**config.mk**
```make
export PLATFORM = sky130hd
export DESIGN_NAME = note_stabilizer
export DESIGN_NICKNAME = d
export VERILOG_FILES = /design/src/rtl/note_stabilizer.sv
export SDC_FILE = /design/constraint.sdc
export NUM_CORES = 1
export LEC_CHECK = 0
export CAP_MARGIN = 0
export CORE_ASPECT_RATIO = 0.8
export CORE_UTILIZATION = 68
export CTS_CLUSTER_SIZE = 10
export DETAILED_ROUTE_END_ITERATION = 7
export DONT_BUFFER_PORTS = 1
export PLACE_DENSITY_LB_ADDON = 0.25
export SYNTH_ARGS = -nofsm -noshare
export SYNTH_HDL_FRONTEND = slang
export SYNTH_SLANG_ARGS = --single-unit
```
**constraint.sdc**
```tcl
create_clock -name clk -period 7.4 [get_ports clk]
set_clock_uncertainty 0.1 [all_clocks]
set_input_delay 1.48 -clock clk [delete_from_list [all_inputs] [get_ports clk]]
set_output_delay 1.48 -clock clk [all_outputs]
set_load 0.005 [all_outputs]
```
**src/rtl/note_stabilizer.sv**
```systemverilog
// note_stabilizer
//   Temporal filter for the per-frame note interpreter. A note is published
//   only after CONFIRM_FRAMES consecutive identical frames, and a published
//   note survives up to HOLD_FRAMES-1 consecutive non-matching frames. While
//   a note is locked, a different note that is itself confirmed replaces it
//   directly, with no intervening "no note" output.
//
// Ports
//   clk          system clock
//   rst          asynchronous, active-high reset
//   frame_valid  one-cycle strobe; note_in is sampled only when high
//   note_in      one-hot {C,D,E,G,A} (MSB = C), or 0 for no note
//   note_out     stable one-hot note, 0 when none
//   note_idx     encoded note_out: 0 none, 1 C, 2 D, 3 E, 4 G, 5 A
//   note_valid   high while note_out is nonzero
//   note_change  one-cycle pulse on every change of note_out
//   illegal_seen sticky; set by any sampled note_in with more than one bit set
module note_stabilizer #(
  parameter int unsigned CONFIRM_FRAMES = 3,
  parameter int unsigned HOLD_FRAMES    = 8
) (
  input  logic       clk,
  input  logic       rst,
  input  logic       frame_valid,
  input  logic [4:0] note_in,
  output logic [4:0] note_out,
  output logic [2:0] note_idx,
  output logic       note_valid,
  output logic       note_change,
  output logic       illegal_seen
);

  localparam logic [3:0] CONF = 4'(CONFIRM_FRAMES);
  localparam logic [3:0] HOLD = 4'(HOLD_FRAMES);

  typedef enum logic [1:0] {IDLE, CAND, LOCKED} state_t;

  state_t     state, state_n;
  logic [4:0] cand, cand_n;
  logic [3:0] cnt, cnt_n;
  logic [4:0] chal, chal_n;
  logic [3:0] chal_cnt, chal_cnt_n;
  logic [3:0] miss, miss_n;
  logic [4:0] out_n;
  logic       ill_n;
  logic       multi, zero;

  function automatic logic [3:0] sat_inc(input logic [3:0] v);
    return (v == 4'hF) ? v : v + 4'd1;
  endfunction

  function automatic logic [2:0] enc(input logic [4:0] n);
    case (n)
      5'b10000: return 3'd1;
      5'b01000: return 3'd2;
      5'b00100: return 3'd3;
      5'b00010: return 3'd4;
      5'b00001: return 3'd5;
      default:  return 3'd0;
    endcase
  endfunction

  // More than one bit set: clearing the lowest set bit leaves something.
  assign multi = |(note_in & (note_in - 5'd1));
  assign zero  = (note_in == 5'd0) || multi;

  always_comb begin
    state_n    = state;
    cand_n     = cand;
    cnt_n      = cnt;
    chal_n     = chal;
    chal_cnt_n = chal_cnt;
    miss_n     = miss;
    out_n      = note_out;
    ill_n      = illegal_seen;

    if (frame_valid) begin
      if (multi) ill_n = 1'b1;

      case (state)
        IDLE: begin
          if (!zero) begin
            cand_n  = note_in;
            cnt_n   = 4'd1;
            state_n = CAND;
            // CONFIRM_FRAMES == 1 locks on the very first frame.
            if (cnt_n >= CONF) begin
              state_n    = LOCKED;
              out_n      = note_in;
              cnt_n      = 4'd0;
              miss_n     = 4'd0;
              chal_cnt_n = 4'd0;
            end
          end
        end

        CAND: begin
          if (zero) begin
            state_n = IDLE;
            cnt_n   = 4'd0;
          end else if (note_in == cand) begin
            cnt_n = sat_inc(cnt);
            if (cnt_n >= CONF) begin
              state_n    = LOCKED;
              out_n      = cand;
              cnt_n      = 4'd0;
              miss_n     = 4'd0;
              chal_cnt_n = 4'd0;
            end
          end else begin
            cand_n = note_in;
            cnt_n  = 4'd1;
          end
        end

        LOCKED: begin
          if (zero) begin
            miss_n     = sat_inc(miss);
            chal_cnt_n = 4'd0;
          end else if (note_in == note_out) begin
            miss_n     = 4'd0;
            chal_cnt_n = 4'd0;
          end else if (note_in == chal) begin
            chal_cnt_n = sat_inc(chal_cnt);
            miss_n     = sat_inc(miss);
          end else begin
            chal_n     = note_in;
            chal_cnt_n = 4'd1;
            miss_n     = sat_inc(miss);
          end

          // A confirmed challenger takes precedence over the hold timeout.
          if (chal_cnt_n >= CONF) begin
            out_n      = chal_n;
            miss_n     = 4'd0;
            chal_cnt_n = 4'd0;
          end else if (miss_n >= HOLD) begin
            state_n    = IDLE;
            out_n      = 5'd0;
            cnt_n      = 4'd0;
            miss_n     = 4'd0;
            chal_cnt_n = 4'd0;
          end
        end

        default: begin
          state_n    = IDLE;
          out_n      = 5'd0;
          cnt_n      = 4'd0;
          miss_n     = 4'd0;
          chal_cnt_n = 4'd0;
        end
      endcase
    end
  end

  always_ff @(posedge clk or posedge rst) begin
    if (rst) begin
      state        <= IDLE;
      cand         <= 5'd0;
      cnt          <= 4'd0;
      chal         <= 5'd0;
      chal_cnt     <= 4'd0;
      miss         <= 4'd0;
      note_out     <= 5'd0;
      note_idx     <= 3'd0;
      note_valid   <= 1'b0;
      note_change  <= 1'b0;
      illegal_seen <= 1'b0;
    end else begin
      state        <= state_n;
      cand         <= cand_n;
      cnt          <= cnt_n;
      chal         <= chal_n;
      chal_cnt     <= chal_cnt_n;
      miss         <= miss_n;
      note_out     <= out_n;
      note_idx     <= enc(out_n);
      note_valid   <= |out_n;
      note_change  <= (out_n != note_out);
      illegal_seen <= ill_n;
    end
  end

endmodule

```
==> results.toml <==
[layout]
final_area_mm2 = 0.00252
nFillCells = 254
layout.nets = 267
drive_above_1_share_pct = 15.6
antenna_cells = 0
area_delta_synth_final_pct = 2.70
multi_input_area_mm2 = 0.00144
final-seq-area_um2 = 876
final_util_pct = 73.1

[floorplan]
fp.dieH_um = 55.7
core_mm2 = 0.00345
start_util_pct = 71.1
fp.dieW_um = 69.1
num_io_pins = 19
rows = 19
die-area_mm2 = 0.00385

[job]
max-cap-violations = 0

[clock_tree]
cts-buffers-inserted = 5
clkLatencyLatePin_ns = 0.29
postCtsSetupBuffers = 0
clockBufferDepth = 2
ctsHoldBuffers = 0
root_buffer = "clkbuf_8"
ctsHtreeMaxLevel = 2
cts_tree = "yes"
cts_resized = 0
path_clk_slew_ns = 0.07
clkSinkCount = 35

[setup_path]
cp_max_fo = 10
worstSetupPathType = "in -> reg"
arrival_ns = 4.07
cp.required_ns = 7.47
worstSetupStartpointType = "primary input"
end_kind = "flip-flop"

[timing]
hold_viol = 0
post-route-period-util_pct = 54.1
fin_setup_tns_ns = 0
worstMarginPinSlew_ns = 0.844
setup_viol = 0
post-route-min-period_ns = 4.01
slew_viol_final = 0
fmax_ghz = 0.250
rsz0062_at_grt = "no"
slew_headroom_pct = 43.3

[placed_design]
portBuffers = 0
placed_cell_area_mm2 = 0.00243
place.gp.congestion = 0.996
dpl.hpwl_mm = 4.21

[power_and_ir_drop]
power.total_uw = 491
power_density_mw_per_mm2 = 195
peakVddDrop_uv = 136
power.leakage_nw = 1.09

[synthesis]
netlist_instances = 259
synth_top_area_cell = "dfrtp_1"
ys_warn_count = 0
ys.flop_type = "dfrtp_1"
synth_top_area_share_pct = 35.7
yosysMostFrequentCell = "dfrtp_1"
synth_area_per_cell_um2 = 9.47
yosysUniqueCellTypes = 63
synth_edf_count = 0
ys_ff_latch = 35
syn_area_mm2 = 0.00245
ys_top_cells_by_area = "dfrtp_1 (36%), mux2_2 (5.1%), nand2_1 (4.0%)"
ys_seq_area_share_pct = 35.7
async_flop_share_pct = 100
yosys-top-cells-count = "dfrtp_1 (35), nand2_1 (26), a21oi_1 (15), inv_1 (14), nand3_1 (13)"
syn-num-nets = 270

[drt]
route.vias.total = 1982
ant_nets = 0
drc = 0
via_per_inst = 6.65
drt-total-wl_mm = 5.58
drtIter0Drc = 202
routedWlPerCell_um = 18.7
drt-pass1-iter-count = 5

[global_route]
antenna_found_initial = 0
grt_start_max_net_pins = 36
grt_util_all_layers_pct = 31.9
gr-total-overflow = 0
grt_pass1_vias = 1943
grt_pass1_wl_mm = 9.49

[run_status]
outcome = "complete, no violations"

[worst_hold_path]
hp-class = "reg -> reg"
placed cells by master (no fill, tap or decap), types with 3 or more instances in the layout:
| master | instances |
|---|---|
| inv_1 | 14 |
| mux2_2 | 11 |
| nand4b_1 | 3 |
| clkbuf_8 | 6 |
| o21ai_1 | 4 |
| and2_1 | 5 |
| or3_1 | 3 |
| dfrtp_1 | 35 |
| a21oi_1 | 15 |
| and3_1 | 3 |
| nor2b_1 | 5 |
| nand3_1 | 13 |
| nor2_1 | 12 |
| nor3_1 | 10 |
| a31oi_1 | 3 |
| xnor2_1 | 7 |
| o221ai_1 | 3 |
| o21ai_0 | 6 |
| and2b_2 | 3 |
| xor2_1 | 11 |
| nand2_1 | 26 |
| a211oi_2 | 3 |
| o31ai_1 | 3 |
| nand2b_1 | 3 |
| ha_1 | 3 |
layout make-up:
| class | instances | area share, % |
|---|---|---|
| clock buffers | 6 | 3.28 |
| clock inverters | 1 | 0.199 |
| inverters | 15 | 2.24 |
| multi-input cells | 198 | 57.1 |
| flip-flops and latches | 35 | 34.8 |
| well taps | 42 | 2.09 |
| repair buffers | 1 | 0.298 |
per-layer routing:
metal	wire length, µm	global-route usage (%)
met1	2550	44.0
met2	2510	48.1
met3	414	8.33
met4	101	12.2
met5	0	0
power breakdown:
part	total, mW	internal (mW)	switching (mW)
logic	0.106	0.0477	0.0584
clock network	0.137	0.0729	0.0638
registers	0.248	0.213	0.0345
total	0.491	0.334	0.157
cell families after synthesis:
group | count (synthesis) | share of synthesized area [%]
mux | 13 | 5.87
fa+ha+maj | 5 | 2.40
flops | 35 | 35.7
xor+xnor | 18 | 6.43
buf+inv | 26 | 5.61
compound gates | 64 | 22.4
simple gates | 98 | 21.6
per-stage QoR:
| step | setup WS (ns) | cells | hold WS [ns] |
|---|---|---|---|
| finish | 3.39 | 298 | 0.410 |
| global placement | 3.22 | 291 | 0.387 |
| global route | 3.23 | 298 | 0.429 |
| CTS | 3.44 | 298 | 0.413 |
| detailed placement | 3.15 | 291 | 0.397 |
| floorplan | 3.48 | 259 | 0.359 |
registers in the layout (all words and copies together), names as in the netlist, 2 cells and up:
name      cells
cand          5
chal          5
note_out      5
chal_cnt      4
cnt           4
miss          4
note_idx      3
state         2
worst max-delay path, cell delays in order:
cell and delay [ns]:
xnor2_1 0.16, nand3_1 0.10, nor3_1 0.71, and4_1 0.54, o31ai_4 0.18, a211oi_2 0.39, nand2_1 0.14, or3_1 0.37
worst paths after layout:
path | startpoint | end | slack [ns] | depth (start not counted)
max | note_in[4] | note_valid$_DFF_PP0_ | 3.39 | 8
min | illegal_seen$_DFFE_PP0P_ | illegal_seen$_DFFE_PP0P_ | 0.41 | 1
max reg2reg | chal[1]$_DFFE_PP0P_ | note_valid$_DFF_PP0_ | 4.11 | 8
min reg2reg | illegal_seen$_DFFE_PP0P_ | illegal_seen$_DFFE_PP0P_ | 0.41 | 1
max in group asynchronous | rst | chal_cnt[3]$_DFFE_PP0P_ | 5.81 | 2
min in group asynchronous | rst | chal[4]$_DFFE_PP0P_ | 1.07 | 2
(Power assumes the default switching activity.)
